File: src/rtl/viterbi_chk_pkg.sv
// Shared types, default sizing and helpers for the Viterbi BER checker.
package viterbi_chk_pkg;

  typedef enum logic [1:0] {
    IDLE  = 2'd0,
    RUN   = 2'd1,
    FAULT = 2'd2
  } chk_state_e;

  localparam int DEF_DEPTH    = 64;
  localparam int DEF_CNT_W    = 16;
  localparam int DEF_WIN_LEN  = 256;
  localparam int DEF_WIN_W    = 9;
  localparam int DEF_ALARM_TH = 4;

  // Increment that sticks at max_val instead of wrapping.
  function automatic logic [31:0] sat_inc(input logic [31:0] val, input logic [31:0] max_val);
    logic [31:0] res;
    if (val >= max_val) begin
      res = max_val;
    end else begin
      res = val + 32'd1;
    end
    return res;
  endfunction

endpackage

File: src/rtl/ber_ref_fifo.sv
// 1-bit reference FIFO. The caller only raises push_i/pop_i when the
// operation is legal (pop when not empty, push when not full or popping).
module ber_ref_fifo
  import viterbi_chk_pkg::*;
#(
  parameter int DEPTH = DEF_DEPTH
) (
  input  logic clk,
  input  logic rst,
  input  logic flush_i,
  input  logic push_i,
  input  logic push_bit_i,
  input  logic pop_i,
  output logic head_bit_o,
  output logic full_o,
  output logic empty_o
);
  localparam int PTR_W = $clog2(DEPTH);
  localparam logic [PTR_W-1:0] PTR_ONE  = PTR_W'(1);
  localparam logic [PTR_W:0]   CNT_ONE  = (PTR_W+1)'(1);
  localparam logic [PTR_W:0]   CNT_FULL = (PTR_W+1)'(DEPTH);

  logic [DEPTH-1:0] r_mem;
  logic [PTR_W-1:0] r_wr_ptr;
  logic [PTR_W-1:0] r_rd_ptr;
  logic [PTR_W:0]   r_count;

  // Bit storage; contents behind the pointers are don't-care so no reset.
  always_ff @(posedge clk) begin
    if (push_i) begin
      r_mem[r_wr_ptr] <= push_bit_i;
    end
  end

  // Pointer and occupancy bookkeeping with flush back to empty.
  always_ff @(posedge clk or posedge rst) begin
    if (rst) begin
      r_wr_ptr <= {PTR_W{1'b0}};
      r_rd_ptr <= {PTR_W{1'b0}};
      r_count  <= {(PTR_W+1){1'b0}};
    end else if (flush_i) begin
      r_wr_ptr <= {PTR_W{1'b0}};
      r_rd_ptr <= {PTR_W{1'b0}};
      r_count  <= {(PTR_W+1){1'b0}};
    end else begin
      if (push_i) begin
        r_wr_ptr <= r_wr_ptr + PTR_ONE;
      end
      if (pop_i) begin
        r_rd_ptr <= r_rd_ptr + PTR_ONE;
      end
      case ({push_i, pop_i})
        2'b10:   r_count <= r_count + CNT_ONE;
        2'b01:   r_count <= r_count - CNT_ONE;
        default: r_count <= r_count;
      endcase
    end
  end

  assign head_bit_o = r_mem[r_rd_ptr];
  assign full_o     = (r_count == CNT_FULL);
  assign empty_o    = (r_count == {(PTR_W+1){1'b0}});
endmodule

File: config.mk
export PLATFORM = sky130hd
export DESIGN_NAME = ber_ref_fifo
export DESIGN_NICKNAME = d
export VERILOG_FILES = /design/src/rtl/viterbi_chk_pkg.sv /design/src/rtl/ber_ref_fifo.sv
export SDC_FILE = /design/constraint.sdc
export NUM_CORES = 1
export LEC_CHECK = 0
export CORE_MARGIN = 4
export CORE_UTILIZATION = 60
export DETAILED_ROUTE_END_ITERATION = 8
export GPL_TIMING_DRIVEN = 0
export PLACE_DENSITY = 0.83
export SYNTH_ARGS = -nofsm -noshare
export SYNTH_HDL_FRONTEND = slang
export SYNTH_SLANG_ARGS = --single-unit
File: constraint.sdc
create_clock -name clk -period 2.5 [get_ports clk]
set_clock_uncertainty 0.1 [all_clocks]
set_input_delay 0.375 -clock clk [delete_from_list [all_inputs] [get_ports clk]]
set_output_delay 0.375 -clock clk [all_outputs]
set_load 0.02 [all_outputs]
==> out/qor_table.md <==
| Step | Item | Value |
|:---|:---|:---|
| layout | Ant diodes | 0 |
| detailed routing | Vias per cell | 6.04 |
| logic synthesis | Netlist area before placement | 3930 µm² |
| cts | Deepest level of the CTS H-tree | 3 |
| die | Die width | 88.9 µm |
| sta | Time the final worst path needs with I/O delays and setup | 2.74 ns |
| die | I/O pin total | 9 |
| sta | Worst setup margin | -0.244 ns |
| logic synthesis | Net count after synthesis | 321 |
| cts | Hold-fix buffers, CTS | 0 |
| power | Standby leakage power | 1.52 nW |
| power | Worst VDD drop | 473 µV |
| cts | Clock latency of the later-clocked register in the worst-skew pair | 0.35 ns |
| layout | Filler cell count | 424 |
| die | Std-Cell Rows | 29 |
| layout | Nets | 344 |
| setup path | Worst-path fanout max | 5 |
| global routing | Wire length of the first global-routing pass | 12200 µm |
| setup path | WP data required | 2.03 ns |
| detailed routing | Vias post-DR | 2514 |
| layout | Final standard cell utilization of the core | 0.684 |
| setup path | Register-to-register setup slack | 0.30 ns |
| power | Power per Cell Area | 621 nW/µm² |
| sta | Peak Freq | 364 MHz |
| logic synthesis | Top cells by area, synth | edfxtp_1 (49%), dfrtp_1 (12%), nor2_1 (8.6%) |
| detailed routing | Aggregate routed wire length | 7580 µm |
| global routing | Total congestion overflow | 0 |
| cts | Clock Sink Count | 83 |
| logic synthesis | Cells after Synth | 311 |
| global routing | Initial antenna violation count | 0 |
| logic synthesis | Synth area leader | edfxtp_1 |
| cts | Clock buffer count from CTS | 9 |
| job | Number of violations of the max-capacitance limit | 0 |
| cts | CTS Buffer Depth | 2 |
| setup path | Data arrival, critical path | 2.27 ns |
| logic synthesis | Warnings from Yosys | 0 |
| setup path | Startpoint Class | register |
| layout | Syn-to-layout area delta | 10.5% |
| logic synthesis | Sequential share of the synthesized area | 0.610 |
| detailed routing | Number of DRC markers in iteration 0 | 296 |
| detailed routing | DRC | 0 |
| setup path | Beginning of the worst register-to-register path | r_count[1] |
| logic synthesis | Number of distinct standard cells referenced by the synthesized netlist | 46 |
| setup path | Worst setup path startpoint | r_rd_ptr[0] |
| sta | Relative slew slack | 0.374 |
| cts | Clock root buffer | clkbuf_8 |
| detailed routing | Post-detailed-route count of antenna-violating nets | 0 |
| die | Die footprint | 7910 µm² |
| die | Core area | 6350 µm² |
| worst hold path | Kind of path behind the tightest hold check | input pin to async pin |
| setup path | CP Class | register to primary output |
| place | DP Cell Count | 394 |
| sta | Transition at the pin with the smallest max-transition slack | 0.938 ns |
| sta | Total Neg Setup Slack | -0.244 ns |
| cts | Clock slew seen by the registers of the worst setup and hold paths | 0.08 ns |
| place | Dpl hpwl | 4750 µm |
| outcome | Violations in the final reports | setup timing |
| sta | Count of final max-slew check failures | 0 |
| outcome | Status | finished, violations left |
| detailed routing | First-pass DRT Iterations | 5 |
| global routing | GRT Util Overall | 0.213 |
| sta | Fin crit share | 1.10 |
| sta | Worst Hold Slack | 0.345 ns |
| layout | Most used cells in the layout excluding fill and tap cells | nor2_1 (90), edfxtp_1 (64), dfrtp_1 (19) |
| detailed routing | Detail-routed net length per standard cell | 18.2 µm |
| place | Final weighted congestion in routability-driven placement | 0.831 |
| global routing | Number of global-route vias before repair | 2394 |
| sta | Final Hold Fails | 0 |
| setup path | Cells on worst reg2reg path | 7 |
| logic synthesis | Total of flip-flops plus latches after synthesis | 83 |
| logic synthesis | Share of the synthesized area in the top cell type | 0.489 |
| die | Starting density of the core | 0.619 |
| die | Vertical die dimension | 88.9 µm |
| layout | Area of the multi-input gates | 1440 µm² |
| sta | Final Setup Violations | 1 |
| layout | Fraction of final layout cells sized beyond drive strength 1 | 0.153 |
| global routing | Largest net degree at the start of global routing | 65 |
| sta | Setup repair after global routing missed its margin | yes |
| logic synthesis | Mean Syn Cell Area | 12.6 µm² |
| layout | Area taken by flip-flops and latches | 2400 µm² |
| layout | Final standard cell count with taps included and fillers excluded | 416 |
| layout | Most common library cell in the layout ignoring fill and taps | nor2_1 |
| setup path | Category of the worst setup path capture point | primary output |
| cts | CTS tree | built |
| place | Count of input and output buffers | 6 |
==> synth_stat cells, drive strengths merged <==
| cell type | n |
|---|---|
| a211oi | 1 |
| a21boi | 1 |
| a21oi | 5 |
| a2bb2oi | 1 |
| a311oi | 1 |
| a31oi | 1 |
| a32oi | 1 |
| and2 | 1 |
| and3 | 2 |
| buf | 7 |
| clkbuf | 13 |
| clkinv | 1 |
| dfrtp | 19 |
| edfxtp | 64 |
| ha | 4 |
| inv | 3 |
| mux2 | 4 |
| mux2i | 7 |
| mux4 | 15 |
| nand2 | 15 |
| nand2b | 4 |
| nand3 | 9 |
| nand3b | 3 |
| nand4 | 4 |
| nor2 | 90 |
| nor2b | 3 |
| nor3 | 1 |
| nor4 | 2 |
| o2111ai | 1 |
| o21a | 2 |
| o21ai | 3 |
| o22ai | 1 |
| o31ai | 1 |
| o32ai | 1 |
| or2 | 2 |
| or3 | 2 |
| or3b | 1 |
| or4 | 1 |
| xnor2 | 7 |
| xor2 | 7 |
==> path summary, 6_finish.rpt <==
kind / endpoint
worst max-delay path: head_bit_o
worst min-delay path: r_count[1]
worst max register to register: r_count[6]
worst min register to register: r_count[6]
max in group asynchronous: r_wr_ptr[3]
min in group clk: r_count[4]
==> critical path, cell delays in order (launching register included) <==
cell and delay [ns]:
dfrtp_1 0.37, buf_6 0.14, buf_12 0.12, mux4_2 0.50, mux4_2 0.52, nand3_2 0.08
o21ai_2 0.06, buf_6 0.13
==> state kept, by name (all words and copies together) (netlist names) <==
name      flops
r_count       7
r_mem        64
r_rd_ptr      6
r_wr_ptr      6
==> layout make-up <==
type                       count  area share
tap                           77      0.0222
buffer                        18      0.0228
inverter                       4     0.00346
multi-input combinational    204       0.331
clock inverter                 5     0.00865
clock buffer                  11      0.0303
sequential                    83       0.552
timing repair buffer          14      0.0300
==> cells by family after synthesis <==
family                     after synthesis  synth area share
AOI/OAI and AO/OA                       20            0.0369
xor gates and xnor gates                14            0.0312
adders and majority gates                4            0.0127
buffers and inverters                   24            0.0302
DFF                                     83             0.610
muxes                                   26             0.123
and+or+nand+nor                        140             0.156
==> what timing repair did <==
action	in CTS	in global routing
gates resized for setup	14	3
endpoints found under the hold margin	0	0
setup endpoints to repair	4	3
setup buffers	5	3
pin swaps	1	0
==> through the flow <==
step / setup slack [ns] / power [mW] / cell area (µm²)
finish: -0.244 / 2.70 / 4340
global route: -0.344 / 2.81 / 4340
CTS: -0.272 / 2.71 / 4320
detailed placement: -0.537 / 1.85 / 4080
global placement: -0.438 / 1.84 / 4090
floorplan: 0.0361 / 1.76 / 3930
==> layer usage <==
| metal | track usage | wire [µm] | up-vias | part of all wire |
|---|---|---|---|---|
| li1 | - | - | 1165 | - |
| met1 | 0.293 | 3210 | 1229 | 0.42 |
| met2 | 0.333 | 3640 | 102 | 0.48 |
| met3 | 0.0442 | 547 | 18 | 0.072 |
| met4 | 0.0880 | 185 | 0 | 0.024 |
| met5 | 0 | 0 | - | 0 |
==> where the power goes <==
group	switching, mW	internal [mW]
registers	0.0267	1.51
logic	0.167	0.150
clock network	0.479	0.365
total	0.672	2.02
(Power assumes the default switching activity.)
